**src/rtl/audio_dac_if.sv**
```systemverilog
// Sample handshake between the audio source (e.g. equalizer) and the DAC serializer.
//   sample_valid    : source has a stereo sample on left/right_audio_in
//   sample_ready    : serializer can take it; transfer on valid & ready
//   left_audio_in   : left channel sample, two's complement
//   right_audio_in  : right channel sample, two's complement
interface audio_dac_if #(
  parameter int SAMPLE_WIDTH = 16
);
  logic                    sample_valid;
  logic                    sample_ready;
  logic [SAMPLE_WIDTH-1:0] left_audio_in;
  logic [SAMPLE_WIDTH-1:0] right_audio_in;

  modport master (output sample_valid, left_audio_in, right_audio_in, input sample_ready);
  modport slave  (input sample_valid, left_audio_in, right_audio_in, output sample_ready);
endinterface

```
**src/rtl/audio_dac_serializer.sv**
```systemverilog
// I2S transmitter for the codec DAC. Accepts stereo samples over audio_dac_if,
// keeps one sample in a holding buffer, derives BCLK/LRCK from clk and shifts
// each channel out MSB first with the I2S one-bit delay.
// Ports:
//   clk, rst     : system clock, synchronous active-low reset
//   enable       : 1 = run and accept samples, 0 = finish the current frame then idle
//   aud_in       : sample handshake (slave side)
//   aud_bclk     : codec bit clock, half-period BCLK_DIV clks
//   aud_daclrck  : 0 = left slot, 1 = right slot
//   aud_dacdat   : serial data, updated on the BCLK falling tick
//   underrun     : one-clk pulse when a frame starts with no new sample buffered
module audio_dac_serializer #(
  parameter int SAMPLE_WIDTH = 16,
  parameter int SLOT_WIDTH   = 32,
  parameter int BCLK_DIV     = 8
) (
  input  logic           clk,
  input  logic           rst,
  input  logic           enable,
  audio_dac_if.slave     aud_in,
  output logic           aud_bclk,
  output logic           aud_daclrck,
  output logic           aud_dacdat,
  output logic           underrun
);

  localparam int DW = (BCLK_DIV > 1) ? $clog2(BCLK_DIV) : 1;
  localparam int BW = $clog2(2 * SLOT_WIDTH);
  localparam logic [DW-1:0] DIV_LAST   = DW'(BCLK_DIV - 1);
  localparam logic [BW-1:0] FRAME_LAST = BW'(2 * SLOT_WIDTH - 1);
  localparam logic [BW-1:0] SLOT       = BW'(SLOT_WIDTH);

  typedef enum logic [1:0] {IDLE, RUN, DRAIN} state_t;

  state_t                  state_q, state_d;
  logic [DW-1:0]           div_q, div_d;
  logic [BW-1:0]           bit_q, bit_d;
  logic                    bclk_q, bclk_d;
  logic                    lrck_q, lrck_d;
  logic                    dat_q, dat_d;
  logic                    ur_q, ur_d;
  logic                    ready_q, ready_d;
  // Transmit registers double as the "last sample" used on underrun: they are
  // read by slot bit index and never shifted, so they always hold the last pair.
  logic [SAMPLE_WIDTH-1:0] tx_l_q, tx_l_d, tx_r_q, tx_r_d;
  logic [SAMPLE_WIDTH-1:0] buf_l_q, buf_l_d, buf_r_q, buf_r_d;
  logic                    buf_full_q, buf_full_d;

  logic                    accept, term, fall, boundary;
  logic [BW-1:0]           slot_bit;
  logic [SAMPLE_WIDTH-1:0] smp;

  assign accept   = aud_in.sample_valid & ready_q;
  assign term     = (div_q == DIV_LAST);
  assign fall     = term & bclk_q;
  assign boundary = fall & (bit_q == FRAME_LAST);

  always_comb begin
    state_d    = state_q;
    div_d      = div_q;
    bit_d      = bit_q;
    bclk_d     = bclk_q;
    ur_d       = 1'b0;
    tx_l_d     = tx_l_q;
    tx_r_d     = tx_r_q;
    buf_l_d    = buf_l_q;
    buf_r_d    = buf_r_q;
    buf_full_d = buf_full_q;

    case (state_q)
      IDLE: begin
        div_d  = '0;
        bit_d  = '0;
        bclk_d = 1'b0;
        if (accept) begin
          tx_l_d  = aud_in.left_audio_in;
          tx_r_d  = aud_in.right_audio_in;
          state_d = RUN;
        end else if (enable && buf_full_q) begin
          // a sample captured while draining is sent first on restart
          tx_l_d     = buf_l_q;
          tx_r_d     = buf_r_q;
          buf_full_d = 1'b0;
          state_d    = RUN;
        end
      end
      RUN, DRAIN: begin
        div_d = term ? '0 : div_q + DW'(1);
        if (term) bclk_d = ~bclk_q;
        if (fall) bit_d = (bit_q == FRAME_LAST) ? '0 : bit_q + BW'(1);
        if (boundary && state_q == DRAIN && !enable) begin
          state_d = IDLE;
        end else begin
          if (boundary) begin
            if (buf_full_q) begin
              tx_l_d     = buf_l_q;
              tx_r_d     = buf_r_q;
              buf_full_d = 1'b0;
            end else begin
              ur_d = 1'b1;
            end
          end
          state_d = enable ? RUN : DRAIN;
        end
        // boundary reload above reads the old buffer, so a same-clk accept
        // lands here for the following frame
        if (accept) begin
          buf_l_d    = aud_in.left_audio_in;
          buf_r_d    = aud_in.right_audio_in;
          buf_full_d = 1'b1;
        end
      end
      default: state_d = IDLE;
    endcase

    // Output bits are registered from the next bit position so they change
    // together with the BCLK falling tick.
    lrck_d   = (bit_d >= SLOT);
    slot_bit = lrck_d ? bit_d - SLOT : bit_d;
    smp      = lrck_d ? tx_r_q : tx_l_q;
    dat_d    = 1'b0;
    for (int i = 0; i < SAMPLE_WIDTH; i++)
      if (slot_bit == BW'(SAMPLE_WIDTH - i)) dat_d = smp[i];

    ready_d = enable & ~buf_full_d & (state_d != DRAIN);
  end

  always_ff @(posedge clk) begin
    if (!rst) begin
      state_q    <= IDLE;
      div_q      <= '0;
      bit_q      <= '0;
      bclk_q     <= 1'b0;
      lrck_q     <= 1'b0;
      dat_q      <= 1'b0;
      ur_q       <= 1'b0;
      ready_q    <= 1'b1;
      tx_l_q     <= '0;
      tx_r_q     <= '0;
      buf_l_q    <= '0;
      buf_r_q    <= '0;
      buf_full_q <= 1'b0;
    end else begin
      state_q    <= state_d;
      div_q      <= div_d;
      bit_q      <= bit_d;
      bclk_q     <= bclk_d;
      lrck_q     <= lrck_d;
      dat_q      <= dat_d;
      ur_q       <= ur_d;
      ready_q    <= ready_d;
      tx_l_q     <= tx_l_d;
      tx_r_q     <= tx_r_d;
      buf_l_q    <= buf_l_d;
      buf_r_q    <= buf_r_d;
      buf_full_q <= buf_full_d;
    end
  end

  assign aud_in.sample_ready = ready_q;
  assign aud_bclk    = bclk_q;
  assign aud_daclrck = lrck_q;
  assign aud_dacdat  = dat_q;
  assign underrun    = ur_q;

endmodule

```
**src/flat_wrapper.sv**
```systemverilog
// flat-port wrapper written by rule: the top's interface ports become plain ports
module audio_dac_serializer_flat 
#(
  parameter int SAMPLE_WIDTH = 16,
  parameter int SLOT_WIDTH   = 32,
  parameter int BCLK_DIV     = 8
)
  (clk, rst, enable, aud_bclk, aud_daclrck, aud_dacdat, underrun, aud_in_sample_valid, aud_in_left_audio_in, aud_in_right_audio_in, aud_in_sample_ready);
  audio_dac_if #(.SAMPLE_WIDTH(SAMPLE_WIDTH)) aud_in_i ();
  input  logic clk;
  input  logic rst;
  input  logic enable;
  output logic aud_bclk;
  output logic aud_daclrck;
  output logic aud_dacdat;
  output logic underrun;
  input wire logic [$bits(aud_in_i.sample_valid)-1:0] aud_in_sample_valid;
  input wire logic [$bits(aud_in_i.left_audio_in)-1:0] aud_in_left_audio_in;
  input wire logic [$bits(aud_in_i.right_audio_in)-1:0] aud_in_right_audio_in;
  output wire logic [$bits(aud_in_i.sample_ready)-1:0] aud_in_sample_ready;
  assign aud_in_i.sample_valid = aud_in_sample_valid;
  assign aud_in_i.left_audio_in = aud_in_left_audio_in;
  assign aud_in_i.right_audio_in = aud_in_right_audio_in;
  assign aud_in_sample_ready = aud_in_i.sample_ready;
  audio_dac_serializer #(.SAMPLE_WIDTH(SAMPLE_WIDTH), .SLOT_WIDTH(SLOT_WIDTH), .BCLK_DIV(BCLK_DIV)) u_core (.clk(clk), .rst(rst), .enable(enable), .aud_in(aud_in_i), .aud_bclk(aud_bclk), .aud_daclrck(aud_daclrck), .aud_dacdat(aud_dacdat), .underrun(underrun));
endmodule
```
**config.mk**
```make
export PLATFORM = sky130hd
export DESIGN_NAME = audio_dac_serializer_flat
export DESIGN_NICKNAME = d
export VERILOG_FILES = /design/src/rtl/audio_dac_if.sv /design/src/rtl/audio_dac_serializer.sv /design/src/flat_wrapper.sv
export SDC_FILE = /design/constraint.sdc
export NUM_CORES = 1
export LEC_CHECK = 0
export CORE_ASPECT_RATIO = 1.2
export CORE_MARGIN = 2
export CORE_UTILIZATION = 45
export DETAILED_ROUTE_END_ITERATION = 10
export PLACE_DENSITY_LB_ADDON = 0.05
export REMOVE_ABC_BUFFERS = 1
export SLEW_MARGIN = 10
export SYNTH_ARGS = -nofsm -noshare
export SYNTH_HDL_FRONTEND = slang
export SYNTH_SLANG_ARGS = --single-unit
export TNS_END_PERCENT = 30
```
**constraint.sdc**
```tcl
create_clock -name clk -period 3.17 [get_ports clk]
set_clock_uncertainty 0.2 [all_clocks]
set_input_delay 0.634 -clock clk [delete_from_list [all_inputs] [get_ports clk]]
set_output_delay 0.634 -clock clk [all_outputs]
set_load 0.005 [all_outputs]
```
=== Word level (Yosys, flattened, before mapping) ===
Index checks and enable logic that the tools add are counted.

* Bits in registers: 81
* Input port bits: 36
* Output and inout bits: 5
* Word-level logic and storage cells: 113

* Add/sub/neg operators: 3
* Magnitude comparators: 1
* Equal/unequal tests: 26
* Mux-type cells: 49
* Bitwise logic cells: 10
* Reduce and logical (&&, ||, !) cells: 11

{| class="wikitable"
|+ Operators by type and width
! cell !! count
|-
| $mux W16 || 11
|-
| $pmux W16 S2 || 2
|-
| $eq A6 B4 Y1 const B || 8
|-
| $eq A6 B3 Y1 const B || 4
|-
| $mux W1 || 23
|-
| $mux W6 || 3
|-
| $eq A6 B2 Y1 const B || 2
|-
| $pmux W6 S2 || 1
|-
| $mux W2 || 4
|-
| $add A6 B1 Y6 const B || 1
|-
| $eq A6 B1 Y1 const B || 1
|-
| $eq A6 B5 Y1 const B || 1
|-
| $eq A6 B6 Y1 const B || 1
|-
| $ge A6 B6 Y1 const B || 1
|-
| $ne A2 B1 Y1 const B || 3
|-
| $pmux W3 S2 || 1
|-
| $sub A6 B6 Y6 const B || 1
|-
| $and A1 B1 Y1 || 5
|-
| $not A1 Y1 || 5
|-
| $reduce_and A5 Y1 || 1
|-
| $ne A2 B2 Y1 const B || 2
|-
| $pmux W1 S2 || 2
|-
| $pmux W2 S2 || 1
|-
| $reduce_and A2 Y1 || 2
|-
| 12 further kinds || 14
|}

=== Longest topological paths before layout ===
* Depth in word-level cells: 23
* Gate-level depth with buffers: 13
* Gate-level depth less buffers: 10

=== Least setup slack after synthesis ===
No wires, ideal clock.

* Kind: reg-to-reg
* Start point: register u_core.div_q[0]
* End point: register u_core.dat_q (netlist: u_core.aud_dacdat)
* Data arrival time: 2.393 ns
* Required time: 2.845 ns
* Slack: 0.452 ns
* Cell stages (with the launch flop): 12
* Buffers on the path: 1
* Period minus slack after synthesis: 2.718 ns
* Cell sequence: dfxtp_1 > ha_1 > ha_1 > nand2_2 > o311a_1 > a211oi_2 > buf_6 > mux2i_1 > nor2_1 > or4_1 > o211ai_1 > o22ai_1

* Cells in the longest elaborated chain, start to end: 23
* Elaborated cells between the ends (all ways): 40
* Classes of those cells: add/sub: 1; order compare: 1; eq/ne: 17; mux: 20; bitwise: 1

{| class="wikitable"
|+ Ends and longest elaborated chain
! element !! line !! text
|-
| start, declared || audio_dac_serializer.sv:36 || <nowiki>logic [DW-1:0] div_q, div_d;</nowiki>
|-
| start signal, assigned || audio_dac_serializer.sv:145 || <nowiki>div_q <= div_d;</nowiki>
|-
| $eq A3 B3 Y1 * || audio_dac_serializer.sv:54 || <nowiki>assign term = (div_q == DIV_LAST);</nowiki>
|-
| $and A1 B1 Y1 * || audio_dac_serializer.sv:55 || <nowiki>assign fall = term & bclk_q;</nowiki>
|-
| $mux W6 * || audio_dac_serializer.sv:90 || <nowiki>if (fall) bit_d = (bit_q == FRAME_LAST) ? '0 : bit_q + BW'(1);</nowiki>
|-
| $pmux W6 S2 * || audio_dac_serializer.sv:70 || <nowiki>case (state_q)</nowiki>
|-
| $sub A6 B6 Y6 / $ge A6 B6 Y1 (equally long branches) || audio_dac_serializer.sv:119, audio_dac_serializer.sv:118 ||
|-
| $mux W6 || audio_dac_serializer.sv:119 || <nowiki>slot_bit = lrck_d ? bit_d - SLOT : bit_d;</nowiki>
|-
| $eq A6 B5 Y1 || audio_dac_serializer.sv:123 || <nowiki>if (slot_bit == BW'(SAMPLE_WIDTH - i)) dat_d = smp[i];</nowiki>
|-
| $mux W1 (15 in a row) || audio_dac_serializer.sv:123 ||
|-
| $mux W1 * || audio_dac_serializer.sv:123 ||
|-
| end signal, assigned || audio_dac_serializer.sv:149 || <nowiki>dat_q <= dat_d;</nowiki>
|-
| end, declared || audio_dac_serializer.sv:40 || <nowiki>logic dat_q, dat_d;</nowiki>
|}

Mark *: on every way between the ends. The rest lies on a longest branch, timed or not.
A chain may end at the register's enable or synchronous reset.

=== Worst setup path in the final report ===
Ends and elaborated chain as after synthesis.

==> reports/qor.txt <==
status - completed
Wirelength per Cell - 13.4 µm
Final Util - 0.560
Crit Path Class - flip-flop to flip-flop
# setup viols final - 0
min Tclk post-route - 2990 ps
critical path required time - 3200 ps
Switch Pwr - 1210 µW
Initial Utilization - 0.465
layout cells sized above 1 - 0.0984
RSZ-0062 raised after global routing - false
chip height - 105 µm
fin area - 4590 µm²
total of warnings raised by yosys - 0
Comb power frac - 0.380
static leakage - 0.00185 µW
Reg power frac - 0.386
VDD IR max - 0.287 mV
Clock Pin Slew Worst Setup and Hold Paths - 80 ps
initial detailed-routing violation count - 130
First-pass DRT Iterations - 4
post-synthesis average cell area - 8.50 µm²
post-synthesis register bit count - 81
Post-CTS Hold Buffers - 0
P&R area growth vs syn - 20.4%
EDFF count, synth - 0
number of global-route vias before repair - 3035
Worst-Margin Slew - 1010 ps
Power Density - 746 nW/µm²
initial antenna violation count - 0
WL final - 8090 µm
clock share of power - 0.235
Fin. Hold Viols - 0
die width - 88.1 µm
Core Footprint - 8200 µm²
global-route wire length before repair - 13500 µm
CTS tree - built
Clock Sinks - 81
Top Usage Layer GRT - met2
largest net degree at the start of global routing - 35
Yosys cell types - 51
all-layer global routing usage - 0.184
global routing met1 resource utilization - 0.218
asr flop ratio synth - 0
CP Launch Type - flip-flop
Final GP Congestion - 0.817
final net count - 525
antenna cells - 0
Die Footprint - 9230 µm²
placed cell area - 4320 µm²
CTS Buf Count - 9
setup TNS - 0 ps
input/output buffers - 40
routed vias/inst - 5.34
Int Pwr - 2220 µW
Final Max Tran Viols - 0
Max-cap violations - 0
Post-route DRC - 0
critical path capture point type - flip-flop
Worst slew margin - 0.325
clk_lat worst skew - 340 ps
hpwl dp - 5420 µm
Max Freq - 334 MHz
DRT antenna net count - 0
Site Rows - 36
routing usage on met2 - 0.311
crit path DAT - 3020 ps
clk buf depth - 2
share of the synthesized area in the top cell type - 0.425
CP Max Fanout - 9
sequential share of the synthesized area - 0.425
H-tree Lvls - 3
total power - 3430 µW
Root Buffer - clkbuf_8
R2R cell count - 11
total gr overflow - 0
Via Count - 3213
Final period util - 0.943
leading register cell type out of synthesis - dfxtp_1
number of placed I/O pins - 41
top cells by area, synth - dfxtp_1 43%, mux2i_1 12%, nand2_1 7.9%, a211oi_1 6.3%, a21oi_1 5.5%
synthesized area - 3810 µm²
switching fraction of total power - 0.353
Post-Syn Instances - 449
post-synth top area cell - dfxtp_1
met3 usage - 0.0269
min-delay worst type - flip-flop to flip-flop
Worst Hold Depth - 2
-- repair_timing --
item	4_1_cts	5_1_grt
resized for setup	0	2
endpoints found under the hold margin	0	0
endpoints found under the setup margin	0	1
setup buffers	0	5
-- cell families after synthesis --
logic type	synth area share
AND/OR/NAND/NOR	0.179
AO/OA/AOI/OAI	0.184
flip-flops	0.425
multiplexers	0.144
buffers and inverters	0.0482
adder cells (fa/ha/maj)	0.0197
-- sequential cells by signal, indices dropped and copies added (netlist names) --
register and cells:
u_core.div_q 3, u_core.bit_q 6, u_core.underrun 1, u_core.tx_l_q 16, u_core.tx_r_q 16, u_core.aud_in.sample_ready 1, u_core.buf_l_q 16, u_core.buf_r_q 16
u_core.buf_full_q 1, u_core.state_q 2, u_core.aud_dacdat 1, u_core.aud_daclrck 1, u_core.aud_bclk 1
-- cell usage after synthesis, types with 2 or more instances --
cell type,count
o311a_1,2
and3_1,2
nand3_1,5
nor3_1,3
a21oi_1,42
a211oi_1,32
o21ai_0,6
nand2_1,80
a22oi_1,3
o22ai_1,3
nand3b_1,2
nand2b_1,3
a21o_1,2
a31oi_1,3
buf_1,6
o211ai_1,2
buf_2,5
mux2_2,5
clkbuf_1,22
nor2_1,55
dfxtp_1,81
mux2i_1,47
ha_1,6
inv_1,5
-- final timing paths --
check	end	start	slack [ps]
setup / recovery	u_core.aud_dacdat$_SDFF_PN0_	u_core.div_q[0]$_SDFFE_PN0N_	180
hold / removal	u_core.buf_r_q[9]$_SDFFE_PN0P_	u_core.buf_r_q[9]$_SDFFE_PN0P_	250
setup reg to reg	u_core.aud_dacdat$_SDFF_PN0_	u_core.div_q[0]$_SDFFE_PN0N_	180
hold reg to reg	u_core.buf_r_q[9]$_SDFFE_PN0P_	u_core.buf_r_q[9]$_SDFFE_PN0P_	250
-- area by class of cell --
cell class,count,area (µm²)
clock inverter,5,80.1
sequential,81,1620
tap,114,143
inverter,6,22.5
fill,798,3600
timing repair buffer,58,573
multi-input combinational,327,2020
clock buffer,11,131
-- power groups by stage --
stage	clock network [µW]	registers, µW	logic (µW)
4_1_cts	833	1330	1330
6_report	805	1320	1300
5_1_grt	867	1350	1480
2_1_floorplan	0	1320	942
3_5_place_dp	0	1350	1330
3_3_place_gp	0	1350	1300
-- critical path: stages (launching register included) --
cell      delay (ps)
dfxtp_1          360
ha_1             210
ha_4             190
nand2_2          110
o311a_1          380
a211oi_2         270
buf_12           170
buf_12           130
mux2_2           320
o311ai_0         290
o22a_1           180
o22ai_1           60
-- per-stage QoR --
step	instances	hold slack (ps)	setup WS, ps
3_3_place_gp	581	241	245
6_report	602	254	180
4_1_cts	597	258	130
3_5_place_dp	581	246	148
2_1_floorplan	414	236	-286
5_1_grt	602	274	11.3
-- cell usage in the layout, fill, tap and decap left out, types with 3 or more instances in the layout --
| cell | n |
|---|---|
| a211oi_1 | 32 |
| a21oi_1 | 42 |
| a22oi_1 | 3 |
| a31oi_1 | 3 |
| buf_12 | 3 |
| buf_4 | 15 |
| clkbuf_8 | 9 |
| clkdlybuf4s50_1 | 40 |
| dfxtp_1 | 81 |
| ha_1 | 5 |
| inv_1 | 5 |
| mux2_2 | 5 |
| mux2i_1 | 47 |
| nand2_1 | 80 |
| nand2b_1 | 3 |
| nand3_1 | 5 |
| nor2_1 | 55 |
| nor3_1 | 3 |
| o21ai_0 | 6 |
| o22ai_1 | 3 |
-- metal layers --
layer  up-vias  share of wire
li1       1653              -
met1      1510           0.46
met2        38           0.50
met3        12          0.024
met4         0          0.023
met5         -              0
No activity file was read; power rests on OpenSTA's default activity.
